===== src/rtl/ldst_sequencer_pkg.sv =====
// Shared constants for the byte-serial load/store sequencer.
package ldst_sequencer_pkg;

  localparam int BYTE_W = 8;

  // Sequencer states: accept in IDLE, one byte per XFER cycle,
  // WAIT absorbs the last read-data latency, RESP is the completion pulse.
  typedef enum logic [1:0] {
    IDLE = 2'd0,
    XFER = 2'd1,
    WAIT = 2'd2,
    RESP = 2'd3
  } state_t;

endpackage


===== src/rtl/ldst_sequencer_if.sv =====
// Request/response and byte-memory signals of the load/store sequencer.
interface ldst_sequencer_if #(
  parameter int DATA_WIDTH = 32,
  parameter int ADDR_WIDTH = 32
);
  logic                  req_valid;
  logic                  req_ready;
  logic                  req_is_store;
  logic [1:0]            req_nbytes;
  logic                  req_signed;
  logic [ADDR_WIDTH-1:0] req_addr;
  logic [DATA_WIDTH-1:0] req_wdata;
  logic                  mem_en;
  logic                  mem_we;
  logic [ADDR_WIDTH-1:0] mem_addr;
  logic [7:0]            mem_wdata;
  logic [7:0]            mem_rdata;
  logic                  rsp_valid;
  logic [DATA_WIDTH-1:0] rsp_rdata;
  logic                  busy;

  // Sequencer side
  modport slave (
    input  req_valid, req_is_store, req_nbytes, req_signed, req_addr, req_wdata,
    input  mem_rdata,
    output req_ready, mem_en, mem_we, mem_addr, mem_wdata, rsp_valid, rsp_rdata, busy
  );

  // Pipeline + byte memory side
  modport master (
    output req_valid, req_is_store, req_nbytes, req_signed, req_addr, req_wdata,
    output mem_rdata,
    input  req_ready, mem_en, mem_we, mem_addr, mem_wdata, rsp_valid, rsp_rdata, busy
  );
endinterface


===== src/rtl/ldst_sequencer.sv =====
// Splits a 1..4 byte load/store into single-byte memory accesses and
// assembles little-endian, optionally sign-extended load data.
module ldst_sequencer
  import ldst_sequencer_pkg::*;
#(
  parameter int DATA_WIDTH = 32,
  parameter int ADDR_WIDTH = 32
) (
  input  logic              CLK,
  input  logic              RST,
  ldst_sequencer_if.slave   bus
);

  state_t                state_q, state_d;
  logic [1:0]            cnt_q;
  logic [1:0]            nbytes_q;
  logic                  is_store_q;
  logic                  signed_q;
  logic [ADDR_WIDTH-1:0] addr_q;
  logic [DATA_WIDTH-1:0] wdata_q;
  logic                  rd_pend_q;
  logic [1:0]            rd_idx_q;
  logic [31:0]           asm_q;
  logic [31:0]           merged;
  logic [DATA_WIDTH-1:0] rdata_q;
  logic                  accept;

  // Keep the low N bytes, fill everything above with the top kept bit or 0.
  function automatic logic [DATA_WIDTH-1:0] extend(input logic [31:0] raw,
                                                   input logic [1:0]  nb,
                                                   input logic        sgn);
    logic [DATA_WIDTH-1:0] r;
    logic                  fill;
    r    = '0;
    fill = sgn & raw[BYTE_W*int'(nb) + BYTE_W - 1];
    for (int i = 0; i < 4; i++)
      r[BYTE_W*i +: BYTE_W] = (i <= int'(nb)) ? raw[BYTE_W*i +: BYTE_W] : {BYTE_W{fill}};
    for (int i = 32; i < DATA_WIDTH; i++) r[i] = fill;
    return r;
  endfunction

  assign accept        = bus.req_valid && (state_q == IDLE);
  assign bus.req_ready = (state_q == IDLE);
  assign bus.busy      = (state_q != IDLE);
  assign bus.mem_en    = (state_q == XFER);
  assign bus.mem_we    = (state_q == XFER) && is_store_q;
  assign bus.mem_addr  = addr_q;
  assign bus.mem_wdata = wdata_q[BYTE_W*int'(cnt_q) +: BYTE_W];
  assign bus.rsp_valid = (state_q == RESP);
  assign bus.rsp_rdata = rdata_q;

  // Read byte returns one cycle after its strobe; fold it into the assembly word.
  always_comb begin
    merged = asm_q;
    if (rd_pend_q) merged[BYTE_W*int'(rd_idx_q) +: BYTE_W] = bus.mem_rdata;
  end

  // State register; reset aborts any transfer in flight.
  always_ff @(posedge CLK) begin
    if (RST) state_q <= IDLE;
    else     state_q <= state_d;
  end

  // Next-state logic.
  always_comb begin
    state_d = state_q;
    case (state_q)
      IDLE: if (accept) state_d = XFER;
      XFER: if (cnt_q == nbytes_q) state_d = WAIT;
      WAIT: state_d = RESP;
      RESP: state_d = IDLE;
      default: state_d = IDLE;
    endcase
  end

  // Request latch, byte counter, address incrementer and load assembly.
  always_ff @(posedge CLK) begin
    if (RST) begin
      cnt_q      <= '0;
      nbytes_q   <= '0;
      is_store_q <= 1'b0;
      signed_q   <= 1'b0;
      addr_q     <= '0;
      wdata_q    <= '0;
      rd_pend_q  <= 1'b0;
      rd_idx_q   <= '0;
      asm_q      <= '0;
      rdata_q    <= '0;
    end else begin
      rd_pend_q <= (state_q == XFER) && !is_store_q;
      rd_idx_q  <= cnt_q;
      asm_q     <= merged;
      case (state_q)
        IDLE: if (accept) begin
          cnt_q      <= '0;
          nbytes_q   <= bus.req_nbytes;
          is_store_q <= bus.req_is_store;
          signed_q   <= bus.req_signed;
          addr_q     <= bus.req_addr;
          wdata_q    <= bus.req_wdata;
        end
        XFER: begin
          cnt_q  <= cnt_q + 2'd1;
          addr_q <= addr_q + 1'b1;
        end
        // Last load byte arrives here, so the response word is built from merged.
        WAIT: rdata_q <= is_store_q ? '0 : extend(merged, nbytes_q, signed_q);
        default: ;
      endcase
    end
  end

endmodule


===== src/flat_wrapper.sv =====
// flat-port wrapper written by rule: the top's interface ports become plain ports
module ldst_sequencer_flat import ldst_sequencer_pkg::*;
#(
  parameter int DATA_WIDTH = 32,
  parameter int ADDR_WIDTH = 32
)
  (CLK, RST, bus_req_valid, bus_req_is_store, bus_req_nbytes, bus_req_signed, bus_req_addr, bus_req_wdata, bus_mem_rdata, bus_req_ready, bus_mem_en, bus_mem_we, bus_mem_addr, bus_mem_wdata, bus_rsp_valid, bus_rsp_rdata, bus_busy);
  ldst_sequencer_if #(.DATA_WIDTH(DATA_WIDTH), .ADDR_WIDTH(ADDR_WIDTH)) bus_i ();
  input  logic CLK;
  input  logic RST;
  input wire logic [$bits(bus_i.req_valid)-1:0] bus_req_valid;
  input wire logic [$bits(bus_i.req_is_store)-1:0] bus_req_is_store;
  input wire logic [$bits(bus_i.req_nbytes)-1:0] bus_req_nbytes;
  input wire logic [$bits(bus_i.req_signed)-1:0] bus_req_signed;
  input wire logic [$bits(bus_i.req_addr)-1:0] bus_req_addr;
  input wire logic [$bits(bus_i.req_wdata)-1:0] bus_req_wdata;
  input wire logic [$bits(bus_i.mem_rdata)-1:0] bus_mem_rdata;
  output wire logic [$bits(bus_i.req_ready)-1:0] bus_req_ready;
  output wire logic [$bits(bus_i.mem_en)-1:0] bus_mem_en;
  output wire logic [$bits(bus_i.mem_we)-1:0] bus_mem_we;
  output wire logic [$bits(bus_i.mem_addr)-1:0] bus_mem_addr;
  output wire logic [$bits(bus_i.mem_wdata)-1:0] bus_mem_wdata;
  output wire logic [$bits(bus_i.rsp_valid)-1:0] bus_rsp_valid;
  output wire logic [$bits(bus_i.rsp_rdata)-1:0] bus_rsp_rdata;
  output wire logic [$bits(bus_i.busy)-1:0] bus_busy;
  assign bus_i.req_valid = bus_req_valid;
  assign bus_i.req_is_store = bus_req_is_store;
  assign bus_i.req_nbytes = bus_req_nbytes;
  assign bus_i.req_signed = bus_req_signed;
  assign bus_i.req_addr = bus_req_addr;
  assign bus_i.req_wdata = bus_req_wdata;
  assign bus_i.mem_rdata = bus_mem_rdata;
  assign bus_req_ready = bus_i.req_ready;
  assign bus_mem_en = bus_i.mem_en;
  assign bus_mem_we = bus_i.mem_we;
  assign bus_mem_addr = bus_i.mem_addr;
  assign bus_mem_wdata = bus_i.mem_wdata;
  assign bus_rsp_valid = bus_i.rsp_valid;
  assign bus_rsp_rdata = bus_i.rsp_rdata;
  assign bus_busy = bus_i.busy;
  ldst_sequencer #(.DATA_WIDTH(DATA_WIDTH), .ADDR_WIDTH(ADDR_WIDTH)) u_core (.CLK(CLK), .RST(RST), .bus(bus_i));
endmodule

===== config.mk =====
export PLATFORM = sky130hd
export DESIGN_NAME = ldst_sequencer_flat
export DESIGN_NICKNAME = d
export VERILOG_FILES = /design/src/rtl/ldst_sequencer_pkg.sv /design/src/rtl/ldst_sequencer_if.sv /design/src/rtl/ldst_sequencer.sv /design/src/flat_wrapper.sv
export SDC_FILE = /design/constraint.sdc
export NUM_CORES = 1
export LEC_CHECK = 0
export BUFFER_PORTS_ARGS = -buffer_cell sky130_fd_sc_hd__clkbuf_2
export CAP_MARGIN = 10
export CELL_PAD_IN_SITES_DETAIL_PLACEMENT = 0
export CELL_PAD_IN_SITES_GLOBAL_PLACEMENT = 2
export CORE_MARGIN = 1
export CORE_UTILIZATION = 31
export CTS_CLUSTER_DIAMETER = 200
export DETAILED_ROUTE_END_ITERATION = 8
export PLACE_DENSITY = 0.77
export SLEW_MARGIN = 20
export SYNTH_ARGS = -nofsm -noshare
export SYNTH_HDL_FRONTEND = slang
export SYNTH_SLANG_ARGS = --single-unit

===== constraint.sdc =====
create_clock -name CLK -period 2.6 [get_ports CLK]
set_input_delay 0.39 -clock CLK [delete_from_list [all_inputs] [get_ports CLK]]
set_output_delay 0.39 -clock CLK [all_outputs]
set_load 0.005 [all_outputs]

==> results by group, run 1 <==
Synthesis
  • Post-synth EDFFs: 0
  • Yosys top cell by area: dfxtp_1
  • Cell variety after synth: 59
  • Synth Instances: 720
  • Main flop type after synthesis: dfxtp_1
  • Ranking of synthesized cells by area: dfxtp_1 (45%), nand2_1 (8.0%), a21oi_1 (5.4%)
  • Syn avg cell area: 8.57 µm²
  • Seq/Total Area, Yosys: 0.451
  • Yosys reg bits: about 140
  • Synth top area share: 0.451
  • Post-synth ARST share: 0
  • Yosys warns: 0
  • Top-count cell post-synth: dfxtp_1
  • Netlist Area Pre-Place: between 6000 and 7000 µm²
  • Top post-synthesis cells by count: dfxtp_1 (139), nand2_1 (131), a21oi_1 (67), nor2_1 (60), clkbuf_1 (39)
  • Syn Nets: 812

Floorplan
  • Die area: between 20000 and 25000 µm²
  • # IOs: 156
  • Die W: 143 µm
  • Cell Rows: between 50 and 60
  • Initial Utilization: 0.317
  • CORE AREA: 19500 µm²
  • Die Y: 143 µm

Setup path
  • R2r setup slk: around 270 ps
  • R2R cell count: 6
  • Critical path fanouts, max: 7
  • CP Capture Type: flop
  • Critical Path AT: 2670 ps
  • CP Launch Point: u_core.bus.mem_addr[0]
  • Worst reg2reg startpoint: u_core.bus.mem_addr[0]
  • CP endpoint: u_core.bus.mem_addr[28]
  • Setup Crit Path Kind: flop to flop
  • Critical Path Start Type: flop
  • RR Endpoint: u_core.bus.mem_addr[28]
  • Worst EP required: 2940 ps

Place
  • DP HPWL: 13200 µm
  • Gp weighted congestion: 0.786
  • IO buf count: ~160
  • Post-Place Cells: 1113

CTS
  • Clk_lat worst skew: 420 ps
  • CTS Buf Count: 17
  • TritonCTS clock tree: yes
  • Hold-fix buffer count after cts: 0
  • CTS Buffer Depth: 2
  • Cts repair resizes: 0
  • # clock sinks: 139
  • Root buf cell: clkbuf_16
  • Post-CTS setup buffer count: 0
  • Clk slew on worst S/H paths: about 60 ps
  • H-tree levels: 4

Drt
  • DR pass1 iterations: 7
  • DR WL met3: 1060 µm
  • DR DRC count: 0
  • Iteration-0 DRC Markers: 401
  • Avg WL per Cell: 16.4 µm
  • Drt via density: 5.17
  • Met2 WL: ~8700 µm
  • Highest routing layer actually used: met4
  • Post-DRT Antenna Nets: 0
  • Vias: between 5000 and 6000
  • M1 WL: 8850 µm
  • WL final: 18700 µm

Finish
  • Antenna cells: 0
  • Non-filler cells, final: 1145
  • Filler Cell Count: 2007
  • Layout cells sized above 1: 0.258
  • Area grow syn2layout: 27.2%
  • Final #Nets: 959

Timing
  • Fin crit share: 0.896
  • Tmin final: ~2300 ps
  • Final setup viols: 0
  • Worst hold slack: approximately 190 ps
  • Sum Neg Setup Slack: 0 ps
  • Count of final hold-check violations: 0
  • Max-slew violations: 0
  • F_max: 0.429 GHz
  • Relative slew slack: 0.484
  • Least-Margin Pin Slew: ~770 ps
  • Post-route clock skew: approximately 11 ps
  • Unrepaired setup endpoints after global routing: false

Outcome
  • Outcome: completed

GRT
  • Gr usage total: 0.188
  • Remaining Overflow, GRT: 0
  • Initial antenna violation count: 0
  • First-pass GRT wire length: a little under 30000 µm
  • Largest net degree at the start of global routing: 112
  • Number of global-route vias before repair: around 5600

Power
  • Peak supply drop: roughly 0.53 mV
  • Pleak: about 3.2 nW
  • Pwr Density: 899 nW/µm²

Flow run
  • Max_cap viols: 0

Min path
  • Hold crit path type: input pin to flop
==> registers in the layout, indices dropped and copies added, names as in the netlist <==
signal,flops
u_core.wdata_q,32
u_core.rd_idx_q,2
u_core.asm_q,32
u_core.state_q,2
u_core.is_store_q,1
u_core.rd_pend_q,1
u_core.signed_q,1
u_core.bus.rsp_rdata,32
u_core.nbytes_q,2
u_core.bus.mem_addr,32
u_core.cnt_q,2
==> final cells by class <==
cell class,count,area [µm²],area share
Sequential cell,139,2780,0.355
Multi-Input combinational cell,518,3140,0.400
Clock buffer,22,474,0.0604
Clock inverter,10,92.6,0.0118
Tap cell,265,332,0.0423
Timing Repair Buffer,182,993,0.127
Inverter,9,33.8,0.00431
==> critical path, stage by stage (launching register included) <==
cell and delay (ps):
dfxtp_1 400, ha_1 190, and3_1 380, nand4_4 140, or3_4 440, or4b_1 510
a31oi_1 180
==> where the power goes <==
group	leakage [nW]	switching [mW]	total (mW)	internal (mW)
clock	0.268	0.933	2.32	1.39
combinational	1.76	1.19	2.01	0.819
sequential	1.13	0.293	2.72	2.43
total	3.16	2.41	7.05	4.64
==> cell usage in the layout (no fill, tap or decap), types with 10 or more instances in the layout <==
cell type	count
a21oi_1	67
a22oi_1	10
a31oi_1	12
a32oi_1	23
and3_1	12
buf_4	27
clkbuf_16	17
clkbuf_2	154
dfxtp_1	139
ha_1	12
nand2_1	131
nand3_1	12
nor2_1	60
nor2b_1	12
o211ai_1	27
o21ai_0	20
==> cells by family after synthesis <==
| logic type | after synthesis | share of synthesized area |
|---|---|---|
| flops | 139 | 0.451 |
| mux | 18 | 0.0456 |
| simple gates | 276 | 0.208 |
| buf+inv | 63 | 0.0414 |
| xor+xnor | 2 | 0.00284 |
| fa+ha+maj | 13 | 0.0264 |
| compound gates | 209 | 0.225 |
==> stage by stage <==
| step | instance area [µm²] | utilization | setup slack [ps] | power, mW |
|---|---|---|---|---|
| 5_1_grt | 7850 | 0.403 | 61.3 | 7.50 |
| 3_3_place_gp | 7280 | 0.374 | 336 | 4.73 |
| 2_1_floorplan | 6170 | - | 281 | 3.98 |
| 4_1_cts | 7850 | 0.403 | 263 | 7.13 |
| 6_report | 7850 | 0.403 | 269 | 7.05 |
| 3_5_place_dp | 7280 | 0.374 | 286 | 4.78 |
==> worst min path at each step <==
stage / from / end / cells after the start
finish: bus_req_wdata[25] / u_core.wdata_q[25] / 3
global route: bus_req_wdata[25] / u_core.wdata_q[25] / 3
CTS: bus_req_wdata[25] / u_core.wdata_q[25] / 3
detailed placement: u_core.wdata_q[10] / u_core.wdata_q[10] / 2
global placement: u_core.wdata_q[17] / u_core.wdata_q[17] / 2
floorplan: u_core.wdata_q[16] / u_core.wdata_q[16] / 2
==> metal layers <==
metal,vias up,global-route usage
li1,2913,-
met1,2801,0.255
met2,195,0.300
met3,14,0.0389
met4,0,0.0555
met5,-,0
Note: power is estimated with default switching activity, not from simulation.
==> run 2: changes to the inputs <==
--- a/config.mk
+++ b/config.mk
@@ -5,12 +5,13 @@
 export SDC_FILE = /design/constraint.sdc
 export NUM_CORES = 1
 export LEC_CHECK = 0
+export ABC_AREA = 1
 export BUFFER_PORTS_ARGS = -buffer_cell sky130_fd_sc_hd__clkbuf_2
 export CAP_MARGIN = 10
 export CELL_PAD_IN_SITES_DETAIL_PLACEMENT = 0
 export CELL_PAD_IN_SITES_GLOBAL_PLACEMENT = 2
 export CORE_MARGIN = 1
-export CORE_UTILIZATION = 31
+export CORE_UTILIZATION = 29
 export CTS_CLUSTER_DIAMETER = 200
 export DETAILED_ROUTE_END_ITERATION = 8
 export PLACE_DENSITY = 0.77
==> results by group, run 2 <==
GRT
  • Busiest grt layer: met2
  • Initial antenna violation count: 1
  • Gr usage total: 0.191
  • Remaining Overflow, GRT: 0
  • GRT met2 Usage: 0.321
  • First-pass GRT wire length: 36000 µm
  • Met3 usage: 0.0367
  • Number of global-route vias before repair: about 6800
  • Met1 Resource Use GR: 0.249
  • Largest net degree at the start of global routing: 57

Synthesis
  • Xor-xnor portion of the synthesized cell area: 0.0115
  • Synth Area in Compound Gates: 0.170
  • Seq/Total Area, Yosys: 0.405
  • Yosys reg bits: ~140
  • Synth Instances: 1034
  • Cell variety after synth: 34
  • Post-synth ARST share: 0
  • Largest family of logic cells by synthesized area: simple AND/OR/NAND/NOR gates
  • Top post-synthesis cells by count: nand2_1 (225), nor2_1 (192), dfxtp_1 (139), o21ai_0 (104), inv_1 (101)
  • Synth Area in Adders: 0.0236
  • Synth Area in Simple Gates: 0.304
  • Ranking of synthesized cells by area: dfxtp_1 (40%), nand2_1 (12%), nor2_1 (10%)
  • Post-synth EDFFs: 0
  • Syn Nets: between 1000 and 1500
  • Yosys warns: 0
  • Syn avg cell area: ~6.7 µm²
  • Yosys top cell by area: dfxtp_1
  • Main flop type after synthesis: dfxtp_1
  • Top-count cell post-synth: nand2_1
  • Mux contribution to synthesized area: 0
  • Netlist Area Pre-Place: between 6000 and 7000 µm²
  • Synth top area share: 0.405

Timing
  • Unrepaired setup endpoints after global routing: false
  • Count of final hold-check violations: 0
  • F_max: 0.445 GHz
  • Fin crit share: 0.864
  • Relative slew slack: 0.583
  • Final setup viols: 0
  • Least-Margin Pin Slew: 625 ps
  • Sum Neg Setup Slack: 0 ps
  • Post-route clock skew: around 11 ps
  • Max-slew violations: 0
  • Tmin final: 2250 ps

Power
  • Reg power frac: 0.363
  • Switching portion of total power: 0.395
  • Pint: 5.00 mW
  • Switch Pwr: 3.26 mW
  • Pleak: 3.76 nW
  • Pwr Density: 963 nW/µm²
  • Combinational Power Share: 0.352
  • Total power: 8.26 mW
  • Peak supply drop: 0.426 mV
  • Clock power share: 0.284

Floorplan
  • Die area: 24300 µm²
  • CORE AREA: 22900 µm²
  • # IOs: 156
  • Cell Rows: 55
  • Initial Utilization: 0.300
  • Die Y: 156 µm
  • Die W: 156 µm

CTS
  • Hold-fix buffer count after cts: 0
  • Cts repair resizes: 0
  • # clock sinks: 139
  • Clk_lat worst skew: 430 ps
  • TritonCTS clock tree: yes
  • H-tree levels: 4
  • Root buf cell: clkbuf_16
  • CTS Buf Count: 17
  • Clk slew on worst S/H paths: roughly 70 ps
  • CTS Buffer Depth: 2
  • Post-CTS setup buffer count: 0

Drt
  • DR DRC count: 0
  • Avg WL per Cell: ~15 µm
  • Iteration-0 DRC Markers: 385
  • DR pass1 iterations: 5
  • Vias: 6970
  • Post-DRT Antenna Nets: 0
  • Drt via density: between 4 and 5
  • WL final: 22600 µm

Setup path
  • Critical Path Start Type: flop
  • Worst EP required: 2210 ps
  • Critical Path AT: 1860 ps
  • CP Capture Type: output port
  • Critical path fanouts, max: 56
  • Setup Crit Path Kind: flop to output port

Finish
  • Non-filler cells, final: 1504
  • Area grow syn2layout: 24.7%
  • Register area: 2780 µm²
  • Most common cell after layout, fill and taps aside: nand2_1
  • Multi-input gate area: roughly 3500 µm²
  • Most frequent cells in the layout: nand2_1 (225), nor2_1 (192), clkbuf_2 (154)
  • Filler Cell Count: 2613
  • Final #Nets: 1269
  • Layout cells sized above 1: 0.191

Place
  • DP HPWL: 16500 µm
  • IO buf count: 155
  • Gp weighted congestion: 0.813
  • Post-Place Cells: between 1000 and 1500

Min path
  • Hold crit path type: input pin to flop

Outcome
  • Outcome: completed

Flow run
  • Max_cap viols: 0
## run 2: cell count changes in the layout (fill, tap and decap cells not counted), sizes merged, moves of 12 or more
cell	before	now
nand2	131	234
inv	8	105
o21ai	23	110
nor2	60	198
o211ai	27	0
a32oi	23	0
nor2b	12	0
and3	12	0
nand3	12	45
## run 2: logic make-up (layout without fill, tap and decap cells)
group | after synthesis | in the layout
DFF | 139 | 139
xor gates and xnor gates | 9 | 9
and+or+nand+nor | 504 | 504
other | 0 | 1
adders and majority gates | 13 | 13
buffers and inverters | 155 | 311
AOI/OAI and AO/OA | 214 | 214
## run 2: worst paths after layout
check / from / end / slack, ps / depth (start not counted)
max: u_core.state_q[1] / bus_mem_we / 350 / 6
min: bus_req_wdata[10] / u_core.wdata_q[10] / 200 / 3
max reg2reg: u_core.rd_idx_q[0] / u_core.bus.rsp_rdata[9] / 590 / 10
min reg2reg: u_core.bus.rsp_rdata[17] / u_core.bus.rsp_rdata[17] / 460 / 2
## run 2: power groups by stage
stage	clock network, mW	logic (mW)	registers (mW)
2_1_floorplan	0	1.88	2.92
3_3_place_gp	0	2.95	3.05
3_5_place_dp	0	2.95	3.05
4_1_cts	2.41	2.97	3.00
5_1_grt	2.52	3.35	3.07
6_report	2.35	2.91	3.00
## run 2: worst max-delay path: stages (launching register included)
cell and delay, ps:
dfxtp_1 320, inv_1 100, ha_2 190, buf_4 520
nand2_1 110, inv_1 90, clkbuf_2 110
## run 2: per-layer routing
layer | up-vias | part of all wire
met5 | - | 0
met2 | 129 | 0.48
li1 | 3611 | -
met1 | 3207 | 0.47
met3 | 23 | 0.037
met4 | 0 | 0.013
## run 2: through the flow
step           hold slack, ps  cell area, µm²  setup slack (ps)   util
2_1_floorplan             449            6880               682      -
3_3_place_gp              454            8020               590  0.350
3_5_place_dp              456            8020               597  0.350
4_1_cts                   185            8580               324  0.374
5_1_grt                   211            8580               213  0.374
6_report                  196            8580               353  0.374
## run 2: final cells by class
type / instances / share of cell area
well taps: 313 / 0.0457
diodes: 1 / 0.000292
flip-flops and latches: 139 / 0.324
inverters: 106 / 0.0465
multi-input cells: 740 / 0.409
clock inverters: 12 / 0.0133
repair buffers: 173 / 0.109
clock buffers: 20 / 0.0521
